## src/rtl/regfile_pkg.sv

```systemverilog
`default_nettype none
// ============================================================================
// Module      : regfile_pkg
// Description : Shared constants, dump FSM states and beat type for the
//               32x64 register file and its trace consumers.
// Revision    : 1.0 - initial release
// ============================================================================
package regfile_pkg;

    localparam int N     = 64;
    localparam int R     = 32;
    localparam int ASIZE = $clog2(R);

    typedef logic [ASIZE-1:0] reg_id_t;
    typedef logic [N-1:0]     reg_data_t;

    typedef enum logic [2:0] {
        IDLE    = 3'd0,
        ISSUE   = 3'd1,
        CAPTURE = 3'd2,
        SEND0   = 3'd3,
        SEND1   = 3'd4,
        FIN     = 3'd5
    } dump_state_t;

    typedef struct packed {
        reg_id_t   id;
        reg_data_t data;
        logic      last;
    } beat_t;

    // Register ids wrap modulo R, so R-1 + 1 lands on 0.
    function automatic reg_id_t next_id(input reg_id_t id);
        return id + 1'b1;
    endfunction

endpackage : regfile_pkg
`default_nettype wire

```

## src/rtl/regfile_dump_reader_rf_pair_buffer.sv

```systemverilog
`default_nettype none
// ============================================================================
// Module      : rf_pair_buffer
// Description : Two-entry capture buffer holding one register pair and ids.
// Revision    : 1.0 - initial release
// ============================================================================
module rf_pair_buffer
    import regfile_pkg::*;
(
    input  logic                 clk,
    input  logic                 rst_n,
    input  logic                 load,
    input  logic                 sel,
    input  logic [ASIZE-1:0]     id0,
    input  logic [N-1:0]         data0,
    input  logic [ASIZE-1:0]     id1,
    input  logic [N-1:0]         data1,
    output logic [ASIZE-1:0]     out_id,
    output logic [N-1:0]         out_data
);

    reg_id_t   r_id0;
    reg_id_t   r_id1;
    reg_data_t r_data0;
    reg_data_t r_data1;

    // Contents change only on load, so a stalled beat stays frozen.
    always_ff @(posedge clk or negedge rst_n) begin
        if (!rst_n) begin
            r_id0   <= '0;
            r_id1   <= '0;
            r_data0 <= '0;
            r_data1 <= '0;
        end else if (load) begin
            r_id0   <= id0;
            r_id1   <= id1;
            r_data0 <= data0;
            r_data1 <= data1;
        end
    end

    assign out_id   = sel ? r_id1   : r_id0;
    assign out_data = sel ? r_data1 : r_data0;

endmodule : rf_pair_buffer
`default_nettype wire

```

## src/rtl/regfile_dump_reader.sv

```systemverilog
`default_nettype none
// ============================================================================
// Module      : regfile_dump_reader
// Description : Walks a register range two ids at a time through the register
//               file read ports and streams {id, data} beats over valid/ready.
// Revision    : 1.0 - initial release
// ============================================================================
module regfile_dump_reader
    import regfile_pkg::*;
(
    input  logic                 clk,
    input  logic                 rst_n,
    input  logic                 start,
    input  logic [ASIZE-1:0]     first_id,
    input  logic [ASIZE-1:0]     last_id,
    output logic [ASIZE-1:0]     rd_id1,
    output logic [ASIZE-1:0]     rd_id2,
    input  logic [N-1:0]         rd_data1,
    input  logic [N-1:0]         rd_data2,
    output logic                 out_valid,
    input  logic                 out_ready,
    output logic [ASIZE-1:0]     out_id,
    output logic [N-1:0]         out_data,
    output logic                 out_last,
    output logic                 busy,
    output logic                 done
);

    dump_state_t r_state;
    dump_state_t w_next_state;

    reg_id_t   r_ptr;
    reg_id_t   r_last_id;
    reg_id_t   r_hold_id1;
    reg_id_t   r_hold_id2;

    reg_id_t   w_ptr_p1;
    reg_id_t   w_buf_id;
    reg_data_t w_buf_data;
    logic      w_valid;
    logic      w_handshake;
    logic      w_buf_load;
    logic      w_buf_sel;
    beat_t     w_beat;

    assign w_ptr_p1    = next_id(r_ptr);
    assign w_valid     = (r_state == SEND0) || (r_state == SEND1);
    assign w_handshake = w_valid && out_ready;

    // ------------------------------------------------------------------
    // State register
    // ------------------------------------------------------------------
    always_ff @(posedge clk or negedge rst_n) begin
        if (!rst_n) begin
            r_state <= IDLE;
        end else begin
            r_state <= w_next_state;
        end
    end

    // ------------------------------------------------------------------
    // Next-state logic
    // ------------------------------------------------------------------
    always_comb begin
        w_next_state = r_state;
        case (r_state)
            IDLE: begin
                if (start) begin
                    w_next_state = (first_id > last_id) ? FIN : ISSUE;
                end
            end
            ISSUE:   w_next_state = CAPTURE;
            CAPTURE: w_next_state = SEND0;
            SEND0: begin
                if (w_handshake) begin
                    w_next_state = (r_ptr == r_last_id) ? FIN : SEND1;
                end
            end
            SEND1: begin
                if (w_handshake) begin
                    w_next_state = (w_ptr_p1 == r_last_id) ? FIN : ISSUE;
                end
            end
            FIN:     w_next_state = IDLE;
            default: w_next_state = IDLE;
        endcase
    end

    // ------------------------------------------------------------------
    // Range pointer and read-port id hold registers
    // ------------------------------------------------------------------
    always_ff @(posedge clk or negedge rst_n) begin
        if (!rst_n) begin
            r_ptr      <= '0;
            r_last_id  <= '0;
            r_hold_id1 <= '0;
            r_hold_id2 <= '0;
        end else begin
            if ((r_state == IDLE) && start) begin
                r_ptr     <= first_id;
                r_last_id <= last_id;
            end
            if (r_state == ISSUE) begin
                r_hold_id1 <= r_ptr;
                r_hold_id2 <= w_ptr_p1;
            end
            if ((r_state == SEND1) && (w_next_state == ISSUE)) begin
                r_ptr <= next_id(w_ptr_p1);
            end
        end
    end

    rf_pair_buffer u_pair_buffer (
        .clk      (clk),
        .rst_n    (rst_n),
        .load     (w_buf_load),
        .sel      (w_buf_sel),
        .id0      (r_ptr),
        .data0    (rd_data1),
        .id1      (w_ptr_p1),
        .data1    (rd_data2),
        .out_id   (w_buf_id),
        .out_data (w_buf_data)
    );

    // ------------------------------------------------------------------
    // Output logic
    // ------------------------------------------------------------------
    always_comb begin
        w_buf_load  = (r_state == CAPTURE);
        w_buf_sel   = (r_state == SEND1);
        busy        = (r_state != IDLE);
        done        = (r_state == FIN);

        // Ids are combinational in ISSUE so the one-cycle read lands in CAPTURE.
        rd_id1      = (r_state == ISSUE) ? r_ptr    : r_hold_id1;
        rd_id2      = (r_state == ISSUE) ? w_ptr_p1 : r_hold_id2;

        w_beat.id   = w_buf_id;
        w_beat.data = w_buf_data;
        w_beat.last = (w_buf_id == r_last_id);

        out_valid   = w_valid;
        out_id      = w_valid ? w_beat.id   : '0;
        out_data    = w_valid ? w_beat.data : '0;
        out_last    = w_valid ? w_beat.last : 1'b0;
    end

endmodule : regfile_dump_reader
`default_nettype wire
```

## config.mk

```make
export PLATFORM = sky130hd
export DESIGN_NAME = regfile_dump_reader
export DESIGN_NICKNAME = d
export VERILOG_FILES = /design/src/rtl/regfile_pkg.sv /design/src/rtl/regfile_dump_reader_rf_pair_buffer.sv /design/src/rtl/regfile_dump_reader.sv
export SDC_FILE = /design/constraint.sdc
export NUM_CORES = 1
export LEC_CHECK = 0
export CORE_UTILIZATION = 52
export DETAILED_ROUTE_END_ITERATION = 8
export GPL_TIMING_DRIVEN = 0
export PLACE_DENSITY = 0.95
export SLEW_MARGIN = 20
export SYNTH_ARGS = -nofsm -noshare
export SYNTH_HDL_FRONTEND = slang
export SYNTH_HIERARCHICAL = 1
export SYNTH_SLANG_ARGS = --single-unit
export TNS_END_PERCENT = 20
```

## constraint.sdc

```tcl
create_clock -name clk -period 7.2 [get_ports clk]
set_clock_uncertainty 0.15 [all_clocks]
set_input_delay 2.16 -clock clk [delete_from_list [all_inputs] [get_ports clk]]
set_output_delay 2.16 -clock clk [all_outputs]
set_load 0.005 [all_outputs]
```

==> impl_metrics.csv, run 1 <==
group,metric,value,unit
logic_synthesis,async_reset_ff_frac,1.00,
final_layout,finalNetCount,990,
power,p_comb_frac,0.497,
critical_path,rrSetupSlack,4.77,ns
clocking,cts_buffers,17,
critical_path,rr_endpoint,"r_ptr[2]$_DFFE_PN0P_",
clocking,tritoncts,"done",
logic_synthesis,syn-cell-area,0.00798,sq mm
min_path,hold-path-cell-count,2,
timing,hold_violations,0,
logic_synthesis,synth_seq_cells,161,
critical_path,worstReg2RegStart,"r_ptr[0]$_DFFE_PN0P_",
timing,setup_viol,0,
timing,drv_slew,0,
global_routing,grt_max_degree,100,
clocking,hold_buffers,0,
drt,ant_nets,0,
global_routing,first_global_vias,5926,
logic_synthesis,yosys_warnings,6,
drt,drt_iter0_drc,265,
critical_path,worstSetupPathType,"register to output port",
critical_path,rr_worst_depth,8,
drt,drcViolationCount,0,
logic_synthesis,synth-main-ff-cell,"dfrtp_1",
clocking,cts_setup_buffers,0,
power,p_leak,4.64,nW
placement,place_ws,2.29,ns
clocking,cts_sinks,161,
power,cellPowerDensity,456,mW/mm^2
job,drv_cap,0,
final_layout,fin_util,0.749,
timing,slew_headroom,0.666,
global_routing,overflow,0,
final_layout,syn2layout_area_growth,38.6,%
logic_synthesis,ys_seq_area_frac,0.505,
floorplanning,io_pins,225,
logic_synthesis,netlist_top_cells_count,"202 x mux2_2, 161 x dfrtp_1, 73 x and2_1",
logic_synthesis,syn_inst,596,
logic_synthesis,syn_avg_cell_area,13.4,sq um
clocking,ctsResizeCount,0,
critical_path,crit_fanout,10,
critical_path,worstSetupStartpointType,"register",
logic_synthesis,synth_area_leaders,"dfrtp_1 51%, mux2_2 29%, and2_1 5.7%",
drt,viasPerCell,5.29,
floorplanning,die_w,126,microns
min_path,min_path_type,"register to register",
floorplanning,die_h,126,microns
logic_synthesis,yosysTopAreaCellShare,0.505,
drt,routed_wl,19400,microns
critical_path,worstPathArrival,3.06,ns
min_path,hold_end,"r_hold_id2[3]$_DFF_PN0_",
placement,gp_congestion,0.812,
logic_synthesis,synthesis.nets,746,
timing,period_needed,5.37,ns
logic_synthesis,yosysUniqueCellTypes,47,
floorplanning,core,0.0148,sq mm
power,peakVddDrop,0.270,mV
drt,dr.pass1.iters,4,
logic_synthesis,synth_most_common_cell,"mux2_2",
floorplanning,initial_utilization,0.541,
power,p_sw_frac,0.314,
global_routing,track_usage,0.253,
min_path,hp-start,"r_hold_id2[3]$_DFF_PN0_",
placement,portBuffers,224,
drt,post_drt_wl_per_cell,18.7,microns
timing,rsz0062_at_grt,"no",
critical_path,cp_data_required_time,4.89,ns
logic_synthesis,synth_edf_count,0,
timing,fmax,186,MHz
global_routing,grt_pass1_wl,30800,microns
power,intPower,3.45,mW
clocking,clk_path_buf_depth,2,
status,status,"finished clean",
global_routing,antenna_found_initial,0,
timing,finalCritPeriodShare,0.746,
final_layout,drive_gt1_frac,0.327,
timing,max_slew.worst_pin.slew,0.501,ns
timing,setup_slack,1.83,ns
clocking,cts_root_buffer,"clkbuf_16",
critical_path,end_kind,"output port",
timing,whs,0.329,ns
final_layout,antenna_cells,0,
power,p_switching,1.58,mW
drt,num_vias,5484,
power,power_frac_clock,0.176,
final_layout,fillers,965,
clocking,clk_latency,0.43,ns
clocking,path_clk_slew,0.06,ns
clocking,cts_max_level,4,
power,power.share.sequential,0.328,
placement,dp_hpwl,13800,microns
floorplanning,dieArea,0.0158,sq mm
logic_synthesis,synth_top_area_cell,"dfrtp_1",
floorplanning,placementRows,44,
-- routing by layer --
layer  share of wire  track usage
met1            0.42        0.318
met4           0.022       0.0865
met3           0.049       0.0637
met5               0            0
met2            0.51        0.428
-- worst max path at each step --
stage	to	depth (start not counted)	start
finish	out_last	8	r_state[0]$_DFF_PN0_
global route	out_last	8	r_state[2]$_DFF_PN0_
CTS	out_last	8	r_state[0]$_DFF_PN0_
detailed placement	out_last	8	r_state[2]$_DFF_PN0_
global placement	u_pair_buffer/r_data0[35]$_DFFE_PN0P_	1	rst_n
floorplan	out_last	7	r_state[0]$_DFF_PN0_
-- metrics by stage --
step           setup TNS (ns)  cell area, sq um  cells  total power, mW
5_1_grt                     0             11100   1036             5.33
6_report                    0             11100   1036             5.04
2_1_floorplan               0              7980    596             3.19
3_5_place_dp                0             10500   1005             4.16
3_3_place_gp          -442.62             10400   1004             4.06
4_1_cts                     0             11100   1036             5.07
-- worst max-delay path: stages, from the launching register on --
cell,delay (ns)
dfrtp_1,0.46
nor3b_2,0.39
buf_6,0.20
buf_6,0.16
mux2_2,0.38
xnor2_1,0.16
nand4_1,0.11
nor3_1,0.21
clkdlybuf4s50_1,0.55
-- sequential cells by signal (all words and copies together), names as in the netlist --
| register | count |
|---|---|
| r_hold_id1 | 5 |
| r_hold_id2 | 5 |
| r_last_id | 5 |
| r_ptr | 5 |
| r_state | 3 |
| u_pair_buffer/r_data0 | 64 |
| u_pair_buffer/r_data1 | 64 |
| u_pair_buffer/r_id0 | 5 |
| u_pair_buffer/r_id1 | 5 |
-- power groups by stage --
stage	clock network (mW)	logic [mW]	registers, mW
floorplan	0	1.63	1.56
global placement	0	2.43	1.63
detailed placement	0	2.50	1.65
CTS	0.898	2.53	1.65
global route	0.936	2.69	1.70
finish	0.885	2.50	1.65
-- cell usage in the layout (no fill, tap or decap), types with 3 or more instances in the layout --
cell / count
clkinvlp_4: 3
clkbuf_16: 17
xor2_1: 11
mux2_2: 202
buf_4: 4
xnor2_1: 3
o21ai_1: 7
inv_1: 12
mux2_4: 10
clkinv_2: 4
and2_1: 73
nand2_1: 23
buf_6: 16
a221o_1: 3
a21oi_1: 3
ha_1: 8
dfrtp_1: 161
clkdlybuf4s50_1: 223
buf_2: 6
nand3_1: 4
clkbuf_1: 10
o21ai_0: 3
and3_1: 3
-- cell type report --
class | count | area (sq um) | area share
tap | 184 | 230 | 0.0208
clock buffer | 21 | 460 | 0.0417
buffer | 35 | 285 | 0.0258
timing repair buffer | 225 | 2270 | 0.206
sequential | 161 | 4030 | 0.365
multi-input combinational | 387 | 3610 | 0.327
inverter | 13 | 48.8 | 0.00441
clock inverter | 10 | 111 | 0.0101
-- logic make-up (layout without fill, tap and decap cells) --
group,Yosys count,in the layout,synth area share
simple gates,122,122,0.0889
fa+ha+maj,8,8,0.0125
mux,212,212,0.304
buf+inv,48,304,0.0419
compound gates,29,29,0.0273
xor+xnor,16,16,0.0202
flops,161,161,0.505
Power figures use the tool's default switching activity.
==> inputs of run 2 (changes only) <==
CORE_UTILIZATION = 48   (was 52)
PLACE_DENSITY = 0.9   (was 0.95)
clock period = 5.2 ns   (was 7.2 ns; I/O delays follow)
==> impl_metrics.csv, run 2 (same netlist as run 1, synthesis figures left out) <==
group,metric,value,unit
floorplanning,die_h,131,microns
drt,drt_iter0_drc,198,
timing,hold_violations,0,
drt,ant_nets,0,
power,intPower,4.82,mW
placement,gp_congestion,0.825,
timing,setup_viol,0,
drt,dr.pass1.iters,4,
floorplanning,initial_utilization,0.497,
drt,routed_wl,18600,microns
timing,fin_tns_setup,0,ns
drt,drcViolationCount,0,
floorplanning,core,0.0161,sq mm
clocking,hold_buffers,0,
power,cellPowerDensity,628,mW/mm^2
critical_path,worstReg2RegStart,"r_ptr[0]$_DFFE_PN0P_",
critical_path,crit_buf_inv,3,
clocking,tritoncts,"done",
final_layout,final_cell_mix,"223 x clkdlybuf4s50_1, 202 x mux2_2, 161 x dfrtp_1",
drt,num_vias,5485,
critical_path,worstSetupPathType,"register to output port",
critical_path,cp_data_required_time,3.49,ns
final_layout,syn2layout_area_growth,39.3,%
placement,dpl_cell_area,0.0105,sq mm
final_layout,fillers,1168,
min_path,min_path_type,"register to register",
power,p_switching,2.15,mW
critical_path,worstSetupStartpointType,"register",
power,peakVddDrop,0.272,mV
global_routing,overflow,0,
floorplanning,placementRows,46,
global_routing,first_global_vias,5657,
critical_path,worstPathArrival,3.01,ns
final_layout,design_area,0.0111,sq mm
drt,viasPerCell,5.14,
clocking,clk_latency,0.41,ns
floorplanning,dieArea,0.0171,sq mm
clocking,cts_setup_buffers,0,
floorplanning,io_pins,225,
final_layout,antenna_cells,0,
power,p_leak,4.64,nW
job,drv_cap,0,
power,p_sw_frac,0.309,
clocking,cts_root_buffer,"clkbuf_16",
critical_path,cp_common_cell,"buf_6",
final_layout,multi_input_area,0.00361,sq mm
min_path,hp-start,"r_hold_id1[2]$_DFF_PN0_",
timing,period_needed,4.72,ns
power,p_comb_frac,0.494,
critical_path,worstSetupStartpoint,"r_state[2]$_DFF_PN0_",
min_path,hold_end,"r_hold_id1[2]$_DFF_PN0_",
clocking,cts_buffers,17,
global_routing,grt_pass1_wl,28400,microns
power,power_frac_clock,0.180,
timing,fmax,212,MHz
critical_path,end_kind,"output port",
critical_path,cp_cell_sequence,"nor3b_2 > buf_6 > buf_6 > mux2_2 > xnor2_1 > nand4_1 > nor3_1 > clkdlybuf4s50_1",
final_layout,final_common_cell,"clkdlybuf4s50_1",
placement,portBuffers,224,
status,status,"finished clean",
global_routing,grt_max_degree,85,
clocking,cts_max_level,4,
placement,dp_hpwl,13400,microns
drt,post_drt_wl_per_cell,17.4,microns
critical_path,critPathMaxStageDelay,0.55,ns
floorplanning,die_w,131,microns
critical_path,critical_path.slowest_cell,"clkdlybuf4s50_1",
power,power.share.sequential,0.326,
final_layout,reg_top3,"u_pair_buffer/r_data0 x64, u_pair_buffer/r_data1 x64",
critical_path,crit_fanout,10,
timing,slew_headroom,0.588,
global_routing,track_usage,0.220,
timing,rsz0062_at_grt,"no",
critical_path,rrSetupSlack,2.77,ns
min_path,hold-path-cell-count,2,
clocking,ctsResizeCount,0,
timing,max_slew.worst_pin.slew,0.618,ns
final_layout,drive_gt1_frac,0.326,
critical_path,crit_cells,8,
critical_path,rr_worst_depth,8,
clocking,clk_path_buf_depth,2,
clocking,cts_sinks,161,
critical_path,crit_family,"buffers and inverters",
clocking,path_clk_slew,0.06,ns
critical_path,rr_endpoint,"r_ptr[2]$_DFFE_PN0P_",
timing,drv_slew,0,
global_routing,antenna_found_initial,0,
final_layout,seq_area,0.00403,sq mm
timing,finalCritPeriodShare,0.908,
final_layout,finalNetCount,990,
## run 2: layout make-up
| cell class | instances | area share |
|---|---|---|
| repair buffers | 225 | 0.205 |
| clock buffers | 21 | 0.0405 |
| well taps | 216 | 0.0243 |
| clock inverters | 10 | 0.0123 |
| plain buffers | 35 | 0.0257 |
| inverters | 13 | 0.00439 |
| multi-input cells | 387 | 0.325 |
| flip-flops and latches | 161 | 0.363 |
## run 2: tightest hold or removal path, delay by kind of cell (launching register included)
kind | cells | cell delay [ns]
flops | 1 | 0.32
simple gates | 2 | 0.12
## run 2: how the worst max path moves through the flow
stage / endpoint / slack, ns
2_1_floorplan: out_last / 1.78
3_3_place_gp: u_pair_buffer/r_data1[37]$_DFFE_PN0P_ / -4.23
3_5_place_dp: out_last / 0.92
4_1_cts: out_last / 0.46
5_1_grt: out_last / 0.28
6_report: out_last / 0.48
## run 2: stage by stage
stage	power, mW	hold slack, ns	worst slack, ns	cells	util
after floorplan	4.42	0.312	1.78	596	-
after global placement	5.62	0.309	-4.23	1036	0.653
after detailed placement	5.73	0.311	0.915	1037	0.655
after CTS	7.03	0.327	0.459	1068	0.692
after global routing	7.40	0.358	0.276	1068	0.692
final	6.97	0.327	0.478	1068	0.692
## run 2: metal layers
metal | up-vias | GRT usage | wire length [microns]
met1 | 2704 | 0.275 | 8060
li1 | 2563 | - | -
met4 | 0 | 0.0967 | 433
met2 | 183 | 0.362 | 9090
met5 | - | 0 | 0
met3 | 35 | 0.0546 | 1020
## run 2: power by group through the flow
| stage | registers [mW] | clock network [mW] | logic, mW |
|---|---|---|---|
| 2_1_floorplan | 2.16 | 0 | 2.26 |
| 3_3_place_gp | 2.26 | 0 | 3.36 |
| 3_5_place_dp | 2.29 | 0 | 3.44 |
| 4_1_cts | 2.27 | 1.28 | 3.47 |
| 5_1_grt | 2.35 | 1.32 | 3.73 |
| 6_report | 2.27 | 1.25 | 3.44 |
